[config.mk]
export PLATFORM = sky130hd
export DESIGN_NAME = traffic_signal_monitor
export DESIGN_NICKNAME = d
export VERILOG_FILES = /design/src/rtl/traffic_light_pkg.sv /design/src/rtl/tsm_dwell_counter.sv /design/src/rtl/traffic_signal_monitor.sv
export SDC_FILE = /design/constraint.sdc
export NUM_CORES = 1
export LEC_CHECK = 0
export ABC_AREA = 1
export CELL_PAD_IN_SITES_DETAIL_PLACEMENT = 1
export CELL_PAD_IN_SITES_GLOBAL_PLACEMENT = 2
export CORE_AREA = 2 2 86 88
export DETAILED_ROUTE_END_ITERATION = 8
export DIE_AREA = 0 0 88 90
export PLACE_DENSITY = 0.86
export SYNTH_ARGS = -nofsm -noshare
export SYNTH_HDL_FRONTEND = slang
export SYNTH_SLANG_ARGS = --single-unit
[constraint.sdc]
create_clock -name clk -period 2.4 [get_ports clk]
set_clock_uncertainty 0.1 [all_clocks]
set_input_delay 0.48 -clock clk [delete_from_list [all_inputs] [get_ports clk]]
set_output_delay 0.48 -clock clk [all_outputs]
set_load 0.03 [all_outputs]
[src/rtl/traffic_light_pkg.sv]
// Shared traffic-light definitions: light codes, monitor state type and the
// legal-successor helpers. Used by the light controller and by the monitor.
package traffic_light_pkg;

    localparam logic [2:0] RED     = 3'b000;
    localparam logic [2:0] YELLOW  = 3'b001;
    localparam logic [2:0] GREEN   = 3'b010;
    // Never equal to a legal code, so it can stand for "no successor".
    localparam logic [2:0] NO_CODE = 3'b111;

    typedef enum logic {
        S_SYNC = 1'b0,
        S_RUN  = 1'b1
    } tsm_state_e;

    function automatic logic is_legal(input logic [2:0] code);
        return (code == RED) || (code == YELLOW) || (code == GREEN);
    endfunction

    function automatic logic [2:0] next_phase(input logic [2:0] code);
        logic [2:0] nxt;
        case (code)
            RED:     nxt = YELLOW;
            YELLOW:  nxt = GREEN;
            GREEN:   nxt = RED;
            default: nxt = NO_CODE;
        endcase
        return nxt;
    endfunction

endpackage

[src/rtl/tsm_dwell_counter.sv]
// Saturating dwell counter: load1_i restarts the count at 1, inc_i adds one
// and sticks at the all-ones value, otherwise the count holds.
module tsm_dwell_counter #(
    parameter int CNT_W = 8
) (
    input  logic             clk,
    input  logic             rst,
    input  logic             load1_i,
    input  logic             inc_i,
    output logic [CNT_W-1:0] count_o
);

    localparam logic [CNT_W-1:0] CNT_ZERO = {CNT_W{1'b0}};
    localparam logic [CNT_W-1:0] CNT_ONE  = {{(CNT_W-1){1'b0}}, 1'b1};
    localparam logic [CNT_W-1:0] CNT_MAX  = {CNT_W{1'b1}};

    logic [CNT_W-1:0] count_q;
    logic [CNT_W-1:0] count_d;

    // Next count: restart, saturating increment or hold.
    always_comb begin
        count_d = count_q;
        if (load1_i) begin
            count_d = CNT_ONE;
        end else if (inc_i && (count_q != CNT_MAX)) begin
            count_d = count_q + CNT_ONE;
        end else begin
            count_d = count_q;
        end
    end

    // Count register.
    always_ff @(posedge clk or negedge rst) begin
        if (!rst) begin
            count_q <= CNT_ZERO;
        end else begin
            count_q <= count_d;
        end
    end

    assign count_o = count_q;

endmodule

[src/rtl/traffic_signal_monitor.sv]
// Passive monitor of the 3-bit traffic-light bus. Tracks the phase and its
// dwell, flags illegal codes, bad successors and dwell-window violations, and
// counts clean RED->YELLOW->GREEN->RED cycles.
// Build option: define TSM_STICKY_ERR_EN to make the err_* flags latch until
// err_clr; otherwise they are single-cycle pulses and err_clr is ignored.
module traffic_signal_monitor
    import traffic_light_pkg::*;
#(
    parameter int CNT_W   = 8,
    parameter int RED_MIN = 20,
    parameter int RED_MAX = 24,
    parameter int YEL_MIN = 5,
    parameter int YEL_MAX = 8,
    parameter int GRN_MIN = 20,
    parameter int GRN_MAX = 24
) (
    input  logic             clk,
    input  logic             rst,
    input  logic [2:0]       signal,
    input  logic             err_clr,
    output logic             synced,
    output logic [2:0]       phase,
    output logic [CNT_W-1:0] dwell,
    output logic             err_seq,
    output logic             err_time,
    output logic             err_illegal,
    output logic             cycle_done,
    output logic [15:0]      cycle_cnt
);

    tsm_state_e       state_q, state_d;
    logic [2:0]       phase_q, phase_d;
    logic             synced_q, synced_d;
    logic             err_seq_q, err_seq_d;
    logic             err_time_q, err_time_d;
    logic             err_illegal_q, err_illegal_d;
    logic             cycle_done_q, cycle_done_d;
    logic [15:0]      cycle_cnt_q, cycle_cnt_d;
    // Nothing has gone wrong since the current cycle's RED was entered.
    logic             cycle_ok_q, cycle_ok_d;

    logic [CNT_W-1:0] dwell_s;
    logic [CNT_W-1:0] lim_min_s, lim_max_s;
    logic             legal_s, change_s, same_s, run_s, red_entry_s;
    logic             seq_ev_s, exit_short_s, stuck_s, time_ev_s, cycle_ev_s;

    assign legal_s     = is_legal(signal);
    assign change_s    = legal_s && (signal != phase_q);
    assign same_s      = legal_s && (signal == phase_q);
    assign run_s       = (state_q == S_RUN);
    assign red_entry_s = change_s && (signal == RED);

    tsm_dwell_counter #(.CNT_W(CNT_W)) u_dwell (
        .clk     (clk),
        .rst     (rst),
        .load1_i (change_s),
        .inc_i   (same_s),
        .count_o (dwell_s)
    );

    // Dwell window of the phase currently being held.
    always_comb begin
        lim_min_s = {CNT_W{1'b0}};
        lim_max_s = {CNT_W{1'b1}};
        case (phase_q)
            RED:     begin lim_min_s = CNT_W'(RED_MIN); lim_max_s = CNT_W'(RED_MAX); end
            YELLOW:  begin lim_min_s = CNT_W'(YEL_MIN); lim_max_s = CNT_W'(YEL_MAX); end
            GREEN:   begin lim_min_s = CNT_W'(GRN_MIN); lim_max_s = CNT_W'(GRN_MAX); end
            default: begin lim_min_s = {CNT_W{1'b0}};   lim_max_s = {CNT_W{1'b1}};   end
        endcase
    end

    // FSM state register.
    always_ff @(posedge clk or negedge rst) begin
        if (!rst) begin
            state_q <= S_SYNC;
        end else begin
            state_q <= state_d;
        end
    end

    // FSM next state: sync on a fresh RED entry, drop sync on any illegal code.
    always_comb begin
        state_d = state_q;
        case (state_q)
            S_SYNC: begin
                if (red_entry_s) begin
                    state_d = S_RUN;
                end else begin
                    state_d = S_SYNC;
                end
            end
            S_RUN: begin
                if (!legal_s) begin
                    state_d = S_SYNC;
                end else begin
                    state_d = S_RUN;
                end
            end
            default: state_d = S_SYNC;
        endcase
    end

    // Event detection and next values of every registered output.
    always_comb begin
        seq_ev_s     = run_s && change_s && (next_phase(phase_q) != signal);
        exit_short_s = run_s && change_s && (dwell_s < lim_min_s);
        // dwell passes MAX exactly once per phase, so this fires at most once.
        stuck_s      = run_s && same_s && (dwell_s == lim_max_s);
        time_ev_s    = exit_short_s || stuck_s;
        cycle_ev_s   = run_s && red_entry_s && (phase_q == GREEN) &&
                       cycle_ok_q && !exit_short_s;

        phase_d  = change_s ? signal : phase_q;
        synced_d = (state_d == S_RUN);

        if (red_entry_s) begin
            cycle_ok_d = 1'b1;
        end else if (seq_ev_s || time_ev_s) begin
            cycle_ok_d = 1'b0;
        end else begin
            cycle_ok_d = cycle_ok_q;
        end

        cycle_done_d = cycle_ev_s;
        cycle_cnt_d  = cycle_ev_s ? (cycle_cnt_q + 16'd1) : cycle_cnt_q;

`ifdef TSM_STICKY_ERR_EN
        // A new error wins over a coincident clear.
        err_seq_d     = seq_ev_s  || (err_seq_q     && !err_clr);
        err_time_d    = time_ev_s || (err_time_q    && !err_clr);
        err_illegal_d = !legal_s  || (err_illegal_q && !err_clr);
`else
        err_seq_d     = seq_ev_s;
        err_time_d    = time_ev_s;
        err_illegal_d = !legal_s;
`endif
    end

`ifndef TSM_STICKY_ERR_EN
    logic unused_err_clr_s;
    assign unused_err_clr_s = err_clr;
`endif

    // Output and tracking registers.
    always_ff @(posedge clk or negedge rst) begin
        if (!rst) begin
            phase_q       <= RED;
            synced_q      <= 1'b0;
            err_seq_q     <= 1'b0;
            err_time_q    <= 1'b0;
            err_illegal_q <= 1'b0;
            cycle_done_q  <= 1'b0;
            cycle_cnt_q   <= 16'd0;
            cycle_ok_q    <= 1'b0;
        end else begin
            phase_q       <= phase_d;
            synced_q      <= synced_d;
            err_seq_q     <= err_seq_d;
            err_time_q    <= err_time_d;
            err_illegal_q <= err_illegal_d;
            cycle_done_q  <= cycle_done_d;
            cycle_cnt_q   <= cycle_cnt_d;
            cycle_ok_q    <= cycle_ok_d;
        end
    end

    assign synced      = synced_q;
    assign phase       = phase_q;
    assign dwell       = dwell_s;
    assign err_seq     = err_seq_q;
    assign err_time    = err_time_q;
    assign err_illegal = err_illegal_q;
    assign cycle_done  = cycle_done_q;
    assign cycle_cnt   = cycle_cnt_q;

endmodule

# Word-level counts from Yosys, hierarchy flattened
# Index checks and enable logic that the tools add are counted.
[word_totals]
ff_bits = 33
in_bits = 6
out_inout_bits = 32
word_cells = 56
[op_classes]
addsub = 2
magnitude_cmp = 1
n_eq_ne = 9
mux = 10
bitwise_logic = 1
n_reduce_logical = 24
[ops]
columns = ["operator", "count"]
rows = [
  ["adder 16 x 1 -> 16 bit, second input constant", 1],
  ["two-way mux 8 bit", 2],
  ["one-hot mux 8 bit (2 select lines)", 1],
  ["logical AND 1 bit", 13],
  ["one-hot mux 5 bit (2 select lines)", 1],
  ["one-hot mux 3 bit (3 select lines)", 1],
  ["adder 8 x 1 -> 8 bit, second input constant", 1],
  ["== test 8 bit", 1],
  ["less-than comparator 8 bit", 1],
  ["inequality test 8 bit, second input constant", 1],
  ["== test 3 x 1 -> 1 bit, second input constant", 2],
  ["== test 3 x 2 -> 1 bit, second input constant", 2],
  ["logical NOT 3 bit", 2],
  ["inequality test 3 bit", 2],
  ["logical OR 1 bit", 4],
  ["two-way mux 1 bit", 4],
  ["nonzero test 2 bit", 2],
  ["== test 3 bit", 1],
  ["logical NOT 1 bit", 2],
  ["one-hot mux 1 bit (2 select lines)", 1],
  ["OR reduction 2 bit", 1],
  ["NOT 1 bit", 1],
]

# Longest topological paths before layout
# Gate-level depths: netlist of the first run.
[depth]
word_depth = 10
mapped_depth = 11
ltp_nobuf = 10

# By module
# A second synthesis of the first run with hierarchy kept.
[hier_totals]
hier_cells = 297
area_unflattened_um2 = 2170.8
[modules_own_cells]
columns = ["mod", "instances", "cells_each", "area_each_um2", "seq_area_each_um2"]
rows = [
  ["traffic_signal_monitor", 1, 222, 1656.6, 625.6],
  ["tsm_dwell_counter", 1, 75, 514.2, 200.2],
]

# Worst setup path before layout of the first run
# OpenSTA, ideal clock, no wires.
[synth_path]
kind = "flip-flop to flip-flop"
startpoint = "register phase_q[1] (netlist: phase[1])"
endpoint = "register cycle_cnt_q[5] (netlist: cycle_cnt[5])"
arrival_ns = 1.778
required_ns = 2.181
slack_ns = 0.403
path_stages_with_launch = 12
period_less_slack_ns = 1.997
path_cell_list = "dfrtp_1 a21oi_1 inv_1 ha_1 o21ai_1 nand2_1 nand2_1 nand2_4 nand3_4 buf_6 nand2_1 nand2_1"
[synth_via]
elab_chain_cells = 7
[synth_lines]
columns = ["item", "line", "source"]
rows = [
  ["start, declared", "traffic_signal_monitor.sv:32", "logic [2:0] phase_q, phase_d;"],
  ["start signal, assigned", "traffic_signal_monitor.sv:157", "phase_q <= phase_d;"],
  ["== test 3 x 2 -> 1 bit, or another cell as far along", "traffic_signal_monitor.sv:65, traffic_signal_monitor.sv:111", ""],
  ["OR reduction 2 bit (no line) / logical AND 1 bit (equally long branches)", "-", ""],
  ["one-hot mux 5 bit (2 select lines) / logical AND 1 bit (equally long branches)", "traffic_signal_monitor.sv:65, traffic_signal_monitor.sv:51", ""],
  ["less-than comparator 8 bit / logical AND 1 bit (equally long branches)", "traffic_signal_monitor.sv:107, traffic_signal_monitor.sv:111", ""],
  ["logical AND 1 bit (on tied branches)", "traffic_signal_monitor.sv:107, traffic_signal_monitor.sv:111", ""],
  ["logical NOT 1 bit / logical AND 1 bit (equally long branches)", "traffic_signal_monitor.sv:112, traffic_signal_monitor.sv:111", ""],
  ["logical AND 1 bit (*)", "traffic_signal_monitor.sv:112", "cycle_ok_q && !exit_short_s;"],
  ["end signal, assigned", "traffic_signal_monitor.sv:163", "cycle_cnt_q <= cycle_cnt_d;"],
  ["end, declared", "traffic_signal_monitor.sv:38", "logic [15:0] cycle_cnt_q, cycle_cnt_d;"],
]
# Every way passes the cells marked *; elsewhere a longest branch is shown, timed or not.
# A chain may end at the register's enable or synchronous reset.

# Worst setup path in the final report of the first run
[layout_path]
startpoint = "register cycle_cnt_q[5] (netlist: cycle_cnt[5])"
endpoint = "output cycle_cnt[5]"
[layout_lines]
columns = ["item", "line", "source"]
rows = [
  ["end, declared", "traffic_signal_monitor.sv:28", "output logic [15:0] cycle_cnt"],
]
# No word-level cell between the ends.

==> impl_metrics.csv, run 1 <==
group,metric,value,unit
outcome,status,"finished, final reports clean",
routing,firstDrtPassIters,4,
global_route,grt_pass1_wl,9.83,mm
final_layout,n_antenna_cell,0,
final_layout,multi_input_area,1060,um^2
clocking,worst_skew_pair.late_latency,0.29,ns
worst_hold_path,hp-start,"cycle_ok_q",
global_route,grt_usage,15.5,%
routing,via_per_inst,4.61,
routing,dr.max_layer_used,"met4",
final_layout,instances_no_fill,418,
global_route,grt_pass1_vias,2085,
synthesis,netlist_area,2050,um^2
final_layout,nFillCells,887,
die,start_util,29.2,%
synthesis,synth_cells,272,
routing,wl_met2,2.82,mm
placement,port_buffers,36,
setup_path,cp_top_family,"buffers and inverters",
synthesis,synth_area_per_cell,7.55,um^2
clocking,post_cts_buffers,0,
final_layout,regArea,826,um^2
sta,setup_viol,0,
sta,maxSlewViolCount,0,
die,num_io_pins,38,
synthesis,synth_cell_types,27,
clocking,post_cts_resized,0,
sta,fmax,0.482,GHz
setup_path,worst-path-buf-inv,1,
final_layout,final_area,2670,um^2
final_layout,fin_nets,328,
sta,tns,0,ns
routing,drc,0,
routing,first_iter_violations,24,
run,drv_cap,0,
placement,routabilityCongestion,0.790,
clocking,cts_tree,"built",
routing,ant_nets,0,
setup_path,end_kind,"output pin",
final_layout,final_util,38.0,%
worst_hold_path,hp-class,"register to register",
die,die_area,7920,um^2
sta,rsz0062_at_grt,"false",
power,p_clk_share,33.5,%
power,p_comb_share,18.3,%
global_route,grt-ovfl-total,0,
setup_path,arrival,1.49,ns
power,vdd_drop_max,190,uV
placement,place_inst,410,
setup_path,startpoint,"cycle_cnt[5]",
routing,wl_met3,174,um
global_route,antenna_found_initial,0,
sta,hold_violations,0,
setup_path,slowest_stage,"clkdlybuf4s50_1",
sta,worst-slew-pin-transition,0.447,ns
power,internal_power,0.000866,W
die,die_x,88,um
setup_path,path_cells,"clkdlybuf4s50_1",
clocking,cts_hold_buffers,0,
power,swShare,30.8,%
synthesis,synth_warnings,0,
power,sequentialPowerShare,48.2,%
setup_path,crit_fanout,7,
final_layout,final_cell_mix,"82 x nand2_1, 36 x clkdlybuf4s50_1, 33 x dfrtp_1",
die,core_area,7020,um^2
power,p_per_area,469,nW/um^2
synthesis,ys_seq_elements,33,
die,rows,31,
clocking,clk_pin_slew_worst_paths,0.07,ns
sta,slew_headroom,70.2,%
power,leakage,1.24,nW
routing,wl_per_cell,13.4,um
setup_path,critPathMaxStageDelay,0.73,ns
setup_path,r2r_start,"phase[0]",
clocking,clock_path_buffers,2,
synthesis,ys_seq_area_share,40.2,%
clocking,clkSinkCount,33,
global_route,grt_max_degree,34,
die,die_h,90,um
setup_path,worst_ep_required_time,1.82,ns
clocking,cts_buffers,5,
final_layout,drive_above_1_share,9.40,%
routing,wl,5.60,mm
setup_path,crit_type,"register to output pin",
final_layout,final_common_cell,"nand2_1",
clocking,cts-root-buf,"clkbuf_8",
final_layout,layout-area-overhead-vs-synth,30.0,%
placement,hpwlAfterDp,4.11,mm
setup_path,start_kind,"register",
power,p_sw,0.000386,W
routing,vias,1925,
sta,fin_crit_sh,86.4,%
placement,place_area,2590,um^2
routing,wl_met1,2.53,mm
clocking,htreeDepth,2,
sta,period_needed,2.07,ns
synthesis,synth_nets,282,
[kinds of logic (layout without fill, tap and decap cells)]
family | Yosys count | after routing | share of synthesized area (%)
AOI/OAI and AO/OA | 16 | 16 | 4.20
buffers and inverters | 39 | 86 | 8.10
xor gates and xnor gates | 18 | 18 | 7.68
and+or+nand+nor | 162 | 162 | 37.4
adders and majority gates | 4 | 4 | 2.44
DFF | 33 | 33 | 40.2
[path summary, 6_finish.rpt]
check,depth (start not counted),slack [ns],endpoint
worst max-delay path,1,0.33,cycle_cnt[5]
worst min-delay path,2,0.44,cycle_ok_q
worst max register to register,10,0.48,cycle_cnt[12]
worst min register to register,2,0.44,cycle_ok_q
max in group asynchronous,2,1.38,cycle_cnt[12]
min in group asynchronous,2,0.49,cycle_cnt[7]
[cell usage after synthesis]
| cell | n | area share (%) |
|---|---|---|
| a21oi_1 | 3 | 0.73 |
| a21oi_2 | 1 | 0.43 |
| a22oi_1 | 1 | 0.37 |
| and3_1 | 1 | 0.30 |
| buf_2 | 4 | 0.98 |
| buf_6 | 2 | 1.1 |
| dfrtp_1 | 33 | 40 |
| ha_1 | 4 | 2.4 |
| inv_1 | 29 | 5.3 |
| inv_2 | 4 | 0.73 |
| nand2_1 | 82 | 15 |
| nand2_2 | 2 | 0.61 |
| nand2_4 | 1 | 0.55 |
| nand3_1 | 21 | 5.1 |
| nand3_2 | 1 | 0.49 |
| nand3_4 | 1 | 0.85 |
| nand4_1 | 22 | 6.7 |
| nor2_1 | 21 | 3.8 |
| nor2_2 | 1 | 0.30 |
| nor2_4 | 2 | 1.1 |
| nor2_8 | 1 | 0.98 |
| nor3_1 | 5 | 1.2 |
| o21ai_0 | 4 | 0.98 |
| o21ai_1 | 7 | 1.7 |
| or2_1 | 1 | 0.30 |
| xnor2_1 | 4 | 1.7 |
| xor2_1 | 14 | 6.0 |
[per-stage QoR]
stage	setup WS, ns	total power, W	hold WS, ns
2_1_floorplan	0.403	0.000745	0.0844
3_3_place_gp	0.137	0.000840	0.405
3_5_place_dp	0.124	0.000848	0.422
4_1_cts	0.313	0.00128	0.442
5_1_grt	0.215	0.00133	0.481
6_report	0.327	0.00125	0.438
[power by group through the flow]
stage | combinational (W) | clock (W) | sequential [W]
2_1_floorplan | 0.000107 | 0 | 0.000638
3_3_place_gp | 0.000227 | 0 | 0.000613
3_5_place_dp | 0.000233 | 0 | 0.000615
4_1_cts | 0.000234 | 0.000440 | 0.000604
5_1_grt | 0.000260 | 0.000463 | 0.000607
6_report | 0.000229 | 0.000420 | 0.000603
[layout make-up]
cell class | count | share of cell area, %
Multi-Input combinational cell | 200 | 39.7
Sequential cell | 33 | 30.9
Timing Repair Buffer | 45 | 17.0
Inverter | 33 | 4.64
Tap cell | 99 | 4.64
Clock buffer | 6 | 2.72
Clock inverter | 2 | 0.375
[flip-flops by register name, summed over array words and instances, names as in the netlist]
signal           flops
synced               1
err_seq              1
phase                3
err_time             1
u_dwell.count_o      8
cycle_done           1
cycle_ok_q           1
err_illegal          1
cycle_cnt           16
[per-layer routing]
metal	vias to the layer above	global-route usage, %
met4	0	4.62
li1	969	-
met1	919	19.1
met5	-	0
met3	7	2.85
met2	30	27.0
(Power assumes the default switching activity.)
==> run 2: changes to the inputs <==
- HOLD_SLACK_MARGIN: not set -> 0.08
==> results of run 2 <==
Same layout as run 1: the final DEF is identical, and so are final timing and power.
==> run 3: changes to the inputs <==
- CORE_AREA: 2 2 86 88 -> 2 2 102 75
- DIE_AREA: 0 0 88 90 -> 0 0 104 77
==> run 3 against run 2 <==
Fmax fell by 0.40%. Largest cell class unchanged. Largest power group unchanged. Power rose by 2.3%. Global-route usage rose by 0.93 points. Clock power rose by 4%. Hold slack got worse by 0.0095 ns. Clock-buffer cell count rose by 1. Critical endpoint is now dwell[3]. Die area rose by 1.1%.
==> impl_metrics.csv, run 3 (synthesis gave the netlist of run 1 again) <==
group,metric,value,unit
placement,place_area,2600,um^2
routing,wl_per_cell,14.5,um
setup_path,slowest_stage,"clkdlybuf4s50_1",
setup_path,end_kind,"output pin",
routing,vias,1962,
final_layout,layout-area-overhead-vs-synth,30.7,%
clocking,clock_path_buffers,2,
clocking,cts_hold_buffers,0,
global_route,grt-ovfl-total,0,
sta,slew_headroom,70.3,%
final_layout,n_antenna_cell,0,
global_route,grt_max_degree,34,
clocking,clkSinkCount,33,
routing,drc,0,
outcome,status,"finished, final reports clean",
sta,fin_crit_sh,86.7,%
sta,period_needed,2.08,ns
sta,hold_slack,0.428,ns
sta,worst-slew-pin-transition,0.446,ns
clocking,post_cts_resized,0,
die,die_area,8010,um^2
setup_path,start_kind,"register",
routing,firstDrtPassIters,4,
setup_path,cp_top_family,"buffers and inverters",
sta,rsz0062_at_grt,"false",
sta,hold_violations,0,
sta,fmax,0.480,GHz
die,rows,26,
power,leakage,1.25,nW
final_layout,drive_above_1_share,9.97,%
global_route,antenna_found_initial,0,
run,drv_cap,0,
final_layout,final_cell_mix,"82 x nand2_1, 36 x clkdlybuf4s50_1, 33 x dfrtp_1",
final_layout,final_area,2680,um^2
power,power,0.00128,W
die,core_area,7030,um^2
clocking,worst_skew_pair.late_latency,0.28,ns
placement,routabilityCongestion,0.805,
final_layout,largest_register_ffs,16,
clocking,clk_pin_slew_worst_paths,0.07,ns
global_route,grt_pass1_wl,10.6,mm
die,start_util,29.2,%
setup_path,worst-path-buf-inv,1,
setup_path,worst_ep_required_time,1.82,ns
sta,maxSlewViolCount,0,
clocking,cts-root-buf,"clkbuf_8",
final_layout,final_common_cell,"nand2_1",
die,die_h,77,um
power,vdd_drop_max,199,uV
clocking,cts_tree,"built",
setup_path,arrival,1.50,ns
placement,port_buffers,36,
routing,wl,6.06,mm
clocking,htreeDepth,2,
placement,hpwlAfterDp,4.49,mm
routing,first_iter_violations,74,
power,p_per_area,477,nW/um^2
final_layout,fin_nets,331,
clocking,cts_buffers,5,
global_route,grt_pass1_vias,2141,
clocking,post_cts_buffers,0,
worst_hold_path,hp-class,"register to register",
routing,ant_nets,0,
setup_path,r2r_slack,0.43,ns
die,die_x,104,um
sta,setup_viol,0,
setup_path,path_cells,"clkdlybuf4s50_1",
global_route,grt_usage,16.5,%
sta,tns,0,ns
setup_path,crit_fanout,7,
routing,via_per_inst,4.68,
final_layout,final_util,38.2,%
die,num_io_pins,38,
setup_path,crit_type,"register to output pin",
setup_path,critPathMaxStageDelay,0.72,ns
[run 3: cell count changes in the layout (fill, tap and decap cells not counted)]
| cell | delta |
|---|---|
| buf_12 | -1 |
| buf_4 | +4 |
| clkbuf_8 | +1 |
| clkinv_2 | -2 |
[run 3: path summary, 6_finish.rpt]
check	start	to	cells past startpoint
max	u_dwell.count_o[3]	dwell[3]	1
min	cycle_cnt[15]	cycle_cnt[15]	2
max reg2reg	phase[1]	cycle_cnt[8]	10
min reg2reg	cycle_cnt[15]	cycle_cnt[15]	2
max in group asynchronous	rst	err_illegal	2
min in group asynchronous	rst	cycle_cnt[14]	2
[run 3: final cells by class]
class	count	area [um^2]
inverters	33	124
flip-flops and latches	33	826
fillers	891	4340
well taps	98	123
multi-input cells	200	1060
repair buffers	48	463
clock buffers	7	86.3
[run 3: where the power goes]
part           internal [W]  total (W)  switching, W
registers          0.000577   0.000605     0.0000278
logic             0.0000897   0.000237      0.000147
clock network      0.000228   0.000438      0.000210
total              0.000895    0.00128      0.000385
[run 3: layer usage]
metal | share of wire (%) | vias up | track usage (%)
li1 | - | 978 | -
met1 | 54 | 959 | 22.9
met2 | 43 | 23 | 25.9
met3 | 2.8 | 2 | 4.00
met4 | 0.56 | 0 | 3.51
met5 | 0 | - | 0
[run 3: stage by stage]
step,worst slack [ns],instances
detailed placement,0.108,412
global route,0.177,419
finish,0.319,419
global placement,0.147,412
CTS,0.292,419
floorplan,0.403,272
